<file path="config.mk">
export PLATFORM = sky130hd
export DESIGN_NAME = score_display_ctrl_flat
export DESIGN_NICKNAME = d
export VERILOG_FILES = /design/src/rtl/score_display_ctrl_if.sv /design/src/rtl/score_display_ctrl.sv /design/src/flat_wrapper.sv
export SDC_FILE = /design/constraint.sdc
export NUM_CORES = 1
export LEC_CHECK = 0
export BUFFER_PORTS_ARGS = -buffer_cell sky130_fd_sc_hd__buf_2
export CAP_MARGIN = 5
export CORE_MARGIN = 5
export CORE_UTILIZATION = 43
export DETAILED_ROUTE_END_ITERATION = 7
export GPL_TIMING_DRIVEN = 1
export PLACE_DENSITY = 0.66
export RECOVER_POWER = 100
export SETUP_SLACK_MARGIN = 0.5
export SLEW_MARGIN = 5
export SYNTH_ARGS = -nofsm -noshare
export SYNTH_HDL_FRONTEND = slang
export SYNTH_SLANG_ARGS = --single-unit
</file>
<file path="constraint.sdc">
create_clock -name clk -period 4.6 [get_ports clk]
set_input_delay 0.23 -clock clk [delete_from_list [all_inputs] [get_ports clk]]
set_output_delay 0.23 -clock clk [all_outputs]
set_load 0.005 [all_outputs]
</file>
<file path="src/rtl/score_display_ctrl_if.sv">
// Game-event and display bus between the flappybrick game FSM, the score
// controller and the board seven-segment pins.
interface score_display_ctrl_if;
  logic       pass;
  logic       lose;
  logic       restart;
  logic [7:0] seg_select;
  logic [6:0] seven_seg;
  logic       new_record;
  logic [1:0] state;

  modport master (
    output pass, lose, restart,
    input  seg_select, seven_seg, new_record, state
  );

  modport slave (
    input  pass, lose, restart,
    output seg_select, seven_seg, new_record, state
  );
endinterface

</file>
<file path="src/rtl/score_display_ctrl.sv">
// BCD score/high-score keeper with a multiplexed active-low 4-digit display
// that alternates between score and high score after a loss.
module score_display_ctrl #(
  parameter int SCAN_DIV   = 256,
  parameter int ALT_CYCLES = 100_000_000
) (
  input logic clk,
  input logic rst,
  score_display_ctrl_if.slave bus
);
  localparam int SCAN_W = $clog2(SCAN_DIV);
  localparam int ALT_W  = $clog2(ALT_CYCLES);

  typedef enum logic [1:0] {
    PLAY       = 2'b00,
    SHOW_SCORE = 2'b01,
    SHOW_HIGH  = 2'b10
  } state_t;

  state_t             state_q, state_d;
  logic [ALT_W-1:0]   view_cnt;
  logic               view_done;
  logic [15:0]        score, high;
  logic               new_record_q;
  logic [SCAN_W-1:0]  scan_cnt;
  logic [1:0]         idx;
  logic [15:0]        shown;
  logic [3:0]         digit;
  logic               blank;
  logic [6:0]         seg_next;
  logic [7:0]         seg_select_q;
  logic [6:0]         seven_seg_q;

  function automatic logic [15:0] bcd_inc(input logic [15:0] v);
    logic [15:0] r;
    logic        carry;
    r     = v;
    carry = 1'b1;
    for (int i = 0; i < 4; i++) begin
      if (carry) begin
        if (r[i*4 +: 4] == 4'd9) begin
          r[i*4 +: 4] = 4'd0;
        end else begin
          r[i*4 +: 4] = r[i*4 +: 4] + 4'd1;
          carry       = 1'b0;
        end
      end
    end
    return r;
  endfunction

  function automatic logic [6:0] decode(input logic [3:0] d);
    case (d)
      4'd0:    decode = 7'h40;
      4'd1:    decode = 7'h79;
      4'd2:    decode = 7'h24;
      4'd3:    decode = 7'h30;
      4'd4:    decode = 7'h19;
      4'd5:    decode = 7'h12;
      4'd6:    decode = 7'h02;
      4'd7:    decode = 7'h78;
      4'd8:    decode = 7'h00;
      4'd9:    decode = 7'h10;
      default: decode = 7'h7F;
    endcase
  endfunction

  assign view_done = (view_cnt == ALT_W'(ALT_CYCLES - 1));

  always_ff @(posedge clk or posedge rst) begin
    if (rst) state_q <= PLAY;
    else     state_q <= state_d;
  end

  // restart overrides everything; lose is only meaningful while playing
  always_comb begin
    state_d = state_q;
    case (state_q)
      PLAY:       if (bus.lose) state_d = SHOW_SCORE;
      SHOW_SCORE: if (view_done) state_d = SHOW_HIGH;
      SHOW_HIGH:  if (view_done) state_d = SHOW_SCORE;
      default:    state_d = PLAY;
    endcase
    if (bus.restart) state_d = PLAY;
  end

  always_ff @(posedge clk or posedge rst) begin
    if (rst)                    view_cnt <= '0;
    else if (state_d != state_q) view_cnt <= '0;
    else if (state_q != PLAY)    view_cnt <= view_cnt + 1'b1;
    else                         view_cnt <= '0;
  end

  // BCD digits compare correctly as plain binary, so score > high is direct
  always_ff @(posedge clk or posedge rst) begin
    if (rst) begin
      score        <= '0;
      high         <= '0;
      new_record_q <= 1'b0;
    end else if (bus.restart) begin
      score        <= '0;
      new_record_q <= 1'b0;
    end else if (state_q == PLAY) begin
      if (bus.lose) begin
        if (score > high) begin
          high         <= score;
          new_record_q <= 1'b1;
        end
      end else if (bus.pass) begin
        score <= bcd_inc(score);
      end
    end
  end

  always_ff @(posedge clk or posedge rst) begin
    if (rst) begin
      scan_cnt <= '0;
      idx      <= '0;
    end else if (scan_cnt == SCAN_W'(SCAN_DIV - 1)) begin
      scan_cnt <= '0;
      idx      <= idx + 2'd1;
    end else begin
      scan_cnt <= scan_cnt + 1'b1;
    end
  end

  always_comb begin
    shown = (state_q == SHOW_HIGH) ? high : score;
    digit = shown[3:0];
    blank = 1'b0;
    case (idx)
      2'd0: begin digit = shown[3:0];   blank = 1'b0;                  end
      2'd1: begin digit = shown[7:4];   blank = (shown[15:4]  == '0); end
      2'd2: begin digit = shown[11:8];  blank = (shown[15:8]  == '0); end
      default: begin digit = shown[15:12]; blank = (shown[15:12] == '0); end
    endcase
    seg_next = blank ? 7'h7F : decode(digit);
  end

  always_ff @(posedge clk or posedge rst) begin
    if (rst) begin
      seg_select_q <= 8'hFF;
      seven_seg_q  <= 7'h7F;
    end else begin
      seg_select_q <= {4'hF, ~(4'b0001 << idx)};
      seven_seg_q  <= seg_next;
    end
  end

  assign bus.seg_select = seg_select_q;
  assign bus.seven_seg  = seven_seg_q;
  assign bus.new_record = new_record_q;
  assign bus.state      = state_q;
endmodule

</file>
<file path="src/flat_wrapper.sv">
// flat-port wrapper written by rule: the top's interface ports become plain ports
module score_display_ctrl_flat 
#(
  parameter int SCAN_DIV   = 256,
  parameter int ALT_CYCLES = 100_000_000
)
  (clk, rst, bus_pass, bus_lose, bus_restart, bus_seg_select, bus_seven_seg, bus_new_record, bus_state);
  score_display_ctrl_if bus_i ();
  input logic clk;
  input logic rst;
  input wire logic [$bits(bus_i.pass)-1:0] bus_pass;
  input wire logic [$bits(bus_i.lose)-1:0] bus_lose;
  input wire logic [$bits(bus_i.restart)-1:0] bus_restart;
  output wire logic [$bits(bus_i.seg_select)-1:0] bus_seg_select;
  output wire logic [$bits(bus_i.seven_seg)-1:0] bus_seven_seg;
  output wire logic [$bits(bus_i.new_record)-1:0] bus_new_record;
  output wire logic [$bits(bus_i.state)-1:0] bus_state;
  assign bus_i.pass = bus_pass;
  assign bus_i.lose = bus_lose;
  assign bus_i.restart = bus_restart;
  assign bus_seg_select = bus_i.seg_select;
  assign bus_seven_seg = bus_i.seven_seg;
  assign bus_new_record = bus_i.new_record;
  assign bus_state = bus_i.state;
  score_display_ctrl #(.SCAN_DIV(SCAN_DIV), .ALT_CYCLES(ALT_CYCLES)) u_core (.clk(clk), .rst(rst), .bus(bus_i));
endmodule
</file>
==> metrics, run 1 <==
status complete, but fails checks; failing checks capacitance limit, slew limit; crit path max fanout 19; top cell type by total area after synthesis sky130_fd_sc_hd__dfrtp_1; grt total ovfl 0; die area 13300 sq um; maximum number of pins on one net before global-route repair 46; clock buffers created by TritonCTS 9; area share of the leading cell type in the synthesized netlist 37.7%; number of DRC markers after the initial detailed-route iteration 163; Final Hold Vio Count 0; Tmin final 3.68 ns; Critical Path Sink Type register; pre-CTS setup slack 1.51 ns; number of top-level pins 23; headroom to the max-slew limit -15.3%; dominant register cell in the synthesized netlist sky130_fd_sc_hd__dfrtp_1; Max Root-Sink Buffers 2; starting density of the core 43.9%; aggregate negative setup slack 0 ns; # resized after CTS 0; setup-violating endpoint count in the final report 0; antenna violations before repair 0; synth cell count leaders 72 x sky130_fd_sc_hd__dfrtp_1, 54 x sky130_fd_sc_hd__nor2_1, 42 x sky130_fd_sc_hd__nand2_1, 36 x sky130_fd_sc_hd__ha_1, 36 x sky130_fd_sc_hd__inv_1; sequential element share of the synthesized area 43.7%; skew final 0.0148 ns; Routed Wire Length 9950 um; horizontal die dimension 115 um; depth of the CTS H-tree 3; last weighted congestion value of the routability-driven placer 0.907; Final Max Tran Viols 58; overall track demand over capacity in global routing 16.0%; biggest area contributors in the synthesized netlist sky130_fd_sc_hd__dfrtp_1 38%, sky130_fd_sc_hd__ha_1 9.4%, sky130_fd_sc_hd__dfstp_2 6.0%; count of buffers inserted at the top-level ports 18; detailed placer's ending HPWL 7060 um; worst hold-check slack 0.154 ns; ratio of routed vias to standard cells 5.43; area of the mapped netlist 4780 sq um; number of cells on the worst reg-to-reg path 6; DR DRC count 0; placed cells 625; post-synth cell types 66; clock root cell sky130_fd_sc_hd__clkbuf_8; insertion delay of the later-clocked pin in the worst-skew pair 0.37 ns; clk sinks 83; slew of the pin with the lowest slew margin 1.72 ns; number of synthesized flops with an enable pin 0; remaining antenna violation count after routing 0; antenna diode count 0; layout cell share with drive strength beyond 1 9.96%; buffers inserted during post-CTS setup optimization 0; critical path startpoint category register; power consumption 1.70 mW; area growth from synthesis to layout 6.83%; global-route wire length before repair 16700 um; leakage power 2.32 nW; most instantiated library cell after synthesis sky130_fd_sc_hd__dfrtp_1; via count of the routed design 3484; count of standard-cell rows 38; startpoint of the worst setup timing path u_core.bus.state[1]; register bit total from synthesis 83; syn avg cell area 10.0 sq um; first drt pass iteration count 5; last element of the critical path u_core.bus.seven_seg[4]; CTS tree done; proportion of synthesized flip-flops having asynchronous set or reset 100%; ratio of total power to cell area 334 nW/um^2; max_cap viols 2; HP Class in -> reg; clock transition at the registers of the reported paths 0.09 ns; number of global-route vias before repair 3507; capturing point of the worst reg2reg path u_core.bus.seven_seg[4]; non-filler instance count after layout 642; slack of the worst reg-to-reg path 0.92 ns; Required @ worst endpoint 4.90 ns; number of warnings printed during yosys synthesis 0; setup slack of the critical path after layout 0.922 ns; Crit Reg-Reg Startpoint u_core.bus.state[1]; Max IR drop VDD 0.204 mV; data arrival time at the worst-slack endpoint 3.98 ns; unrepaired setup endpoints after global routing false; Peak Freq 272 MHz; vertical extent of the die 115 um; final layout net count 538; area of the core 10900 sq um; number of instances in the synthesized netlist 478; routed wire length per instance 15.5 um; Final period util 80.0%; Setup Crit Path Kind reg -> reg
[sequential cells by signal, summed over array words and instances, names as in the netlist]
signal	count
u_core.bus.seg_select	4
u_core.bus.state	2
u_core.idx	2
u_core.view_cnt	27
u_core.score	16
u_core.high	16
u_core.bus.seven_seg	7
u_core.scan_cnt	8
u_core.bus.new_record	1
[worst min-delay path by stage]
stage                      from  slack (ns)  depth (start not counted)                     to
floorplan           bus_restart        0.30                          1    u_core.bus.state[1]
global placement            rst        0.34                          2  u_core.bus.new_record
detailed placement          rst        0.35                          2         u_core.high[8]
CTS                 bus_restart        0.12                          2    u_core.bus.state[1]
global route        bus_restart        0.14                          2    u_core.bus.state[1]
finish              bus_restart        0.15                          2    u_core.bus.state[1]
[cell usage in the layout, fill, tap and decap left out, drive strengths merged, types with 5 or more instances in the layout]
cell type	instances
and4b	6
mux2i	9
nand2b	5
buf	10
nand4	11
inv	36
ha	36
dfstp	11
xor2	22
o31ai	8
nor2	54
mux2	14
dfrtp	72
nand2	43
a21oi	18
nor4	6
xnor2	11
clkbuf	22
nand3	18
and3	5
o41ai	6
o21ai	23
[report_power, final]
part | internal (mW) | switching, mW
Sequential | 0.795 | 0.0782
Clock | 0.241 | 0.268
Combinational | 0.140 | 0.182
Total | 1.18 | 0.528
[metal layers]
layer  up-vias  wire length, um  GRT usage (%)
met1      1685             4620           20.3
met3        20              578           5.22
met5         -                0              0
met4         0              266           7.12
li1       1702                -              -
met2        77             4480           25.0
[final cells by class]
class,count,area (sq um)
Multi-Input combinational cell,345,2410
Tap cell,140,175
Clock buffer,13,169
Sequential cell,83,2090
Fill cell,1026,5780
Timing Repair Buffer,20,95.1
Clock inverter,3,21.3
Inverter,38,144
[logic make-up (layout without fill, tap and decap cells)]
family	Yosys count	in the layout	share of synthesized area, %
AOI/OAI and AO/OA	77	77	11.9
xor gates and xnor gates	33	33	6.05
adders and majority gates	36	36	9.42
buffers and inverters	53	74	4.95
DFF	83	83	43.7
muxes	23	23	5.18
other	1	4	0.0784
and+or+nand+nor	172	172	18.7
[stage by stage]
| stage | util, % | area (sq um) |
|---|---|---|
| after global placement | 45.7 | 4970 |
| final | 46.9 | 5110 |
| after detailed placement | 45.7 | 4970 |
| after CTS | 47.5 | 5170 |
| after global routing | 46.9 | 5110 |
| after floorplan | - | 4790 |
[critical path, cell delays in order (launching register included)]
cell and delay [ns]:
sky130_fd_sc_hd__dfrtp_1 0.78, sky130_fd_sc_hd__nor2b_1 0.79, sky130_fd_sc_hd__o31ai_1 0.25, sky130_fd_sc_hd__o41ai_1 1.06
sky130_fd_sc_hd__ha_1 0.33, sky130_fd_sc_hd__mux2i_1 0.08, sky130_fd_sc_hd__o2bb2a_1 0.31
[repair_timing]
action | in CTS | in global routing
hold endpoints to repair | 27 | 0
setup endpoints to repair | 0 | 0
hold buffers | 1 | 0
(Power assumes the default switching activity.)
==> inputs of run 2 (changes only) <==
Clock period 4.6 ns to 3.5 ns, I/O delays scaled along.
==> run 2 against run 1 <==
  * The flow still finishes with violations (capacitance limit, slew limit)
  * Clock power increased by 33%
  * Sequential power increased by 32%
  * Register-to-register slack got worse by 0.38 ns
  * Via count increased by 2.2%
  * Non-clock buffer count increased by 3
  * Setup slack got worse by 0.38 ns
  * Routed wire length about the same
  * Largest cell class unchanged
==> metrics, run 2 (synthesized netlist as in run 1, its figures left out) <==
Peak Freq 338 MHz; crit path max fanout 13; antenna diode count 0; leakage power 2.32 nW; top flop regs u_core.view_cnt x27, u_core.high x16, u_core.score x16; failing checks capacitance limit, slew limit; slew of the pin with the lowest slew margin 1.88 ns; flip-flop count of the largest register after layout 27; Required @ worst endpoint 3.75 ns; Final Max Tran Viols 45; DR DRC count 0; number of global-route vias before repair 3630; commonest cells after routing, fill and taps aside 72 x sky130_fd_sc_hd__dfrtp_1, 54 x sky130_fd_sc_hd__nor2_1, 43 x sky130_fd_sc_hd__nand2_1, 36 x sky130_fd_sc_hd__ha_1, 35 x sky130_fd_sc_hd__inv_1; Critical Path Sink Type register; total length of routed met3 wires 623 um; antenna violations before repair 0; insertion delay of the later-clocked pin in the worst-skew pair 0.38 ns; Tmin final 2.96 ns; commonest non-fill, non-tap cell in the layout sky130_fd_sc_hd__dfrtp_1; status complete, but fails checks; ratio of total power to cell area 438 nW/um^2; top metal layer carrying routed signals met4; Final period util 84.4%; detailed placer's ending HPWL 7220 um; unrepaired setup endpoints after global routing false; clk sinks 83; first drt pass iteration count 5; maximum single-stage delay on the critical path 0.60 ns; Max IR drop VDD 0.265 mV; critical path startpoint category register; Reg with most FFs u_core.view_cnt; area growth from synthesis to layout 7.88%; clock buffers created by TritonCTS 9; Final Hold Vio Count 0; Max Root-Sink Buffers 2; ordered cell list for the critical path ha_1 -> nand4_1 -> inv_1 -> a221oi_1 -> nor2_1 -> o21ai_0 -> buf_4 -> mux2_1; CTS tree done; routed length on met2 4660 um; Setup Crit Path Kind reg -> reg; setup-violating endpoint count in the final report 0; horizontal die dimension 115 um; ratio of routed vias to standard cells 5.52; HP Class in -> reg; wl on met1 4390 um; headroom to the max-slew limit -25.9%; dominant delay contributor by cell family on the critical path compound AO/OA/AOI/OAI gates; starting density of the core 43.9%; Routed Wire Length 9950 um; die area 13300 sq um; overall track demand over capacity in global routing 16.3%; global-route wire length before repair 17200 um; critical path's slowest cell sky130_fd_sc_hd__o21ai_0; worst hold path depth 2; maximum number of pins on one net before global-route repair 45; aggregate negative setup slack 0 ns; buffers inserted during post-CTS setup optimization 0; skew final 0.0172 ns; final layout net count 541; max_cap viols 1; depth of the CTS H-tree 3; utilization of the core after routing 47.4%; count of standard-cell rows 38; last weighted congestion value of the routability-driven placer 0.878; number of buffers and inverters on the critical path 2; routed wire length per instance 15.4 um; remaining antenna violation count after routing 0; count of buffers inserted at the top-level ports 18; total number of cells along the worst setup path 8; vertical extent of the die 115 um; data arrival time at the worst-slack endpoint 3.21 ns; layout cell share with drive strength beyond 1 10.3%; area of the core 10900 sq um; clock root cell sky130_fd_sc_hd__clkbuf_8; via count of the routed design 3562; clock transition at the registers of the reported paths 0.08 ns; grt total ovfl 0; number of top-level pins 23; number of DRC markers after the initial detailed-route iteration 179; number of cells on the worst reg-to-reg path 8
==> run 2: layer usage <==
layer	up-vias	GRT usage, %
li1	1714	-
met4	0	7.04
met2	100	26.4
met1	1728	20.4
met3	20	4.86
met5	-	0
==> run 2: path summary, 6_finish.rpt <==
path | startpoint | end | slack, ns
max | u_core.score[10] | u_core.high[8] | 0.54
min | bus_restart | u_core.bus.state[1] | 0.10
max reg2reg | u_core.score[10] | u_core.high[8] | 0.54
min reg2reg | u_core.scan_cnt[0] | u_core.scan_cnt[0] | 0.48
max in group asynchronous | rst | u_core.view_cnt[0] | 0.99
min in group asynchronous | rst | u_core.high[14] | 0.81
==> run 2: power by group <==
group,switching (mW),leakage (nW),internal (mW)
clock,0.358,0.0952,0.320
sequential,0.107,1.08,1.04
combinational,0.247,1.14,0.185
total,0.712,2.32,1.55
==> run 2: cell type report <==
cell class,count,area [sq um]
inverters,38,144
repair buffers,23,113
clock inverters,4,32.5
clock buffers,12,165
multi-input cells,345,2440
flip-flops and latches,83,2090
well taps,140,175
fillers,1019,5730
==> run 2: metrics by stage <==
step           hold slack (ns)  area, sq um  worst slack [ns]  power [mW]  cells
2_1_floorplan            0.241         4790              1.18        1.47    481
3_3_place_gp             0.319         4990             0.908        1.59    628
3_5_place_dp             0.334         4990             0.747        1.61    628
4_1_cts                 0.0777         5200             0.730        2.30    645
5_1_grt                 0.0931         5160             0.310        2.42    645
6_report                 0.105         5160             0.545        2.26    645
==> run 2: timing repair <==
| action | in CTS | in global routing |
|---|---|---|
| hold buffers | 1 | 0 |
| hold endpoints to repair | 32 | 0 |
| gates resized for setup | 0 | 1 |
| setup endpoints to repair | 0 | 1 |
==> inputs of run 3 (changes only) <==
Clock period 3.5 ns to 2.8 ns, I/O delays scaled along.
==> run 3 against run 2 <==
  * The run still ends with capacitance limit, slew limit left
  * Worst hold slack worse by 0.040 ns
  * Non-clock buffer count is 30 higher
  * Sequential share of layout area decreased by 2.9 points
  * Cell count up 4.7%
  * Setup slack got worse by 0.25 ns
  * Global-route usage grew 0.66 points
  * Routed wire length increased by 5.7%
  * First-iteration DRC count grew 35%
==> metrics, run 3 (synthesized netlist as in run 1, its figures left out) <==
status complete, but fails checks; failing checks capacitance limit, slew limit; sequential cell area 2100 sq um; final layout net count 571; ratio of routed vias to standard cells 5.40; fin area 5570 sq um; top flop regs u_core.view_cnt x27, u_core.high x16, u_core.score x16; Cell Area, Placed 5080 sq um; utilization of the core after routing 51.2%; ordered cell list for the critical path inv_1 -> ha_1 -> a21oi_1 -> o21ai_2 -> a221oi_1 -> nor2_1 -> o21ai_4 -> buf_8 -> mux2_1; Reg with most FFs u_core.view_cnt; data arrival time at the worst-slack endpoint 2.77 ns; Final period util 89.4%; critical path startpoint category register; Setup Crit Path Kind reg -> reg; Final Hold Vio Count 0; leakage power 2.55 nW; fraction of power spent switching nets 30.7%; aggregate negative setup slack 0 ns; number of top-level pins 23; Filler Cells Inserted 993; dominant delay contributor by cell family on the critical path compound AO/OA/AOI/OAI gates; sequential cell fraction of total power 44.8%; Final Max Tran Viols 38; number of buffers and inverters on the critical path 2; overall track demand over capacity in global routing 17.0%; depth of the CTS H-tree 3; Tmin final 2.50 ns; horizontal die dimension 115 um; clock root cell sky130_fd_sc_hd__clkbuf_8; unrepaired setup endpoints after global routing true; CTS tree done; skew final 0.00702 ns; HP Class in -> reg; insertion delay of the later-clocked pin in the worst-skew pair 0.38 ns; Required @ worst endpoint 3.06 ns; grt total ovfl 0; Peak Freq 400 MHz; area growth from synthesis to layout 16.5%; headroom to the max-slew limit -9.44%; share of power burned in the clock network 31.1%; crit path max fanout 9; commonest cells after routing, fill and taps aside 67 x sky130_fd_sc_hd__dfrtp_1, 54 x sky130_fd_sc_hd__nor2_1, 42 x sky130_fd_sc_hd__nand2_1, 36 x sky130_fd_sc_hd__ha_1, 35 x sky130_fd_sc_hd__inv_1; area of the core 10900 sq um; commonest non-fill, non-tap cell in the layout sky130_fd_sc_hd__dfrtp_1; Max IR drop VDD 0.340 mV; antenna violations before repair 0; Critical Path Sink Type register; Routed Wire Length 10500 um; die area 13300 sq um; detailed placer's ending HPWL 7220 um; maximum single-stage delay on the critical path 0.48 ns; count of buffers inserted at the top-level ports 18; clk sinks 83; footprint of the multi-input gates 2580 sq um; global-route wire length before repair 17600 um; ratio of total power to cell area 570 nW/um^2; clock buffers created by TritonCTS 9; remaining antenna violation count after routing 0; clock transition at the registers of the reported paths 0.08 ns; critical path's slowest cell sky130_fd_sc_hd__a221oi_1; layout cell share with drive strength beyond 1 20.2%; vertical extent of the die 115 um; net switching power figure 975 uW; first drt pass iteration count 5; flip-flop count of the largest register after layout 27; number of global-route vias before repair 3607; Max Root-Sink Buffers 2; setup-violating endpoint count in the final report 0; Combinational Power Share 24.1%; routed wire length per instance 15.6 um; starting density of the core 43.9%; last weighted congestion value of the routability-driven placer 0.872; Internal 2.20 mW; max_cap viols 1; via count of the routed design 3645; slew of the pin with the lowest slew margin 1.63 ns; count of standard-cell rows 38; number of DRC markers after the initial detailed-route iteration 242; DR DRC count 0; maximum number of pins on one net before global-route repair 48; antenna diode count 0
[run 3: changes by cell type in the layout (fill, tap and decap cells not counted), sizes merged]
cell      previous run  this run
clkinv               3         2
bufinv               0         2
buf                 12        43
clkinvlp             3         2
clkbuf              22        21
[run 3: layout make-up]
class | instances | area share (%)
Clock inverter | 4 | 1.30
Inverter | 38 | 2.58
Multi-Input combinational cell | 345 | 46.3
Clock buffer | 12 | 2.78
Sequential cell | 83 | 37.6
Timing Repair Buffer | 53 | 6.29
Tap cell | 140 | 3.14
[run 3: power groups by stage]
stage	logic (mW)	clock network [mW]	registers, mW
2_1_floorplan	0.437	0	1.41
3_5_place_dp	0.614	0	1.44
4_1_cts	0.691	1.02	1.42
6_report	0.765	0.990	1.42
5_1_grt	0.855	1.07	1.44
3_3_place_gp	0.591	0	1.44
[run 3: stage by stage]
step | instances | setup WS, ns | total power [mW] | hold slack (ns)
final | 675 | 0.298 | 3.18 | 0.0650
after global routing | 675 | 0.179 | 3.36 | 0.0750
after CTS | 658 | 0.492 | 3.13 | 0.0345
after detailed placement | 637 | 0.245 | 2.06 | 0.257
after global placement | 637 | 0.244 | 2.03 | 0.257
after floorplan | 481 | 0.530 | 1.85 | 0.206
[run 3: layer usage]
layer | GRT usage [%] | wire [um] | share of wire, % | vias to the layer above
met5 | 0 | 0 | 0 | -
met4 | 9.08 | 307 | 2.9 | 0
met3 | 4.23 | 521 | 5.0 | 25
met2 | 26.5 | 4870 | 46 | 72
met1 | 21.8 | 4820 | 46 | 1778
li1 | - | - | - | 1770
[run 3: what timing repair did]
action,4_1_cts,5_1_grt
buffers inserted,4,17
endpoints found under the hold margin,26,0
setup endpoints to repair,22,44
gates resized for setup,11,30
pin swaps,4,11
hold buffers,1,0
[run 3: worst paths after layout]
path                                    start                   to  slack, ns  cells after the start
setup / recovery               u_core.high[7]      u_core.high[15]       0.30                      9
hold / removal                    bus_restart  u_core.bus.state[1]       0.06                      2
setup reg to reg               u_core.high[7]      u_core.high[15]       0.30                      9
hold reg to reg            u_core.scan_cnt[0]   u_core.scan_cnt[0]       0.49                      1
max in group asynchronous                 rst      u_core.score[4]       0.69                      4
min in group asynchronous                 rst       u_core.high[8]       0.69                      3
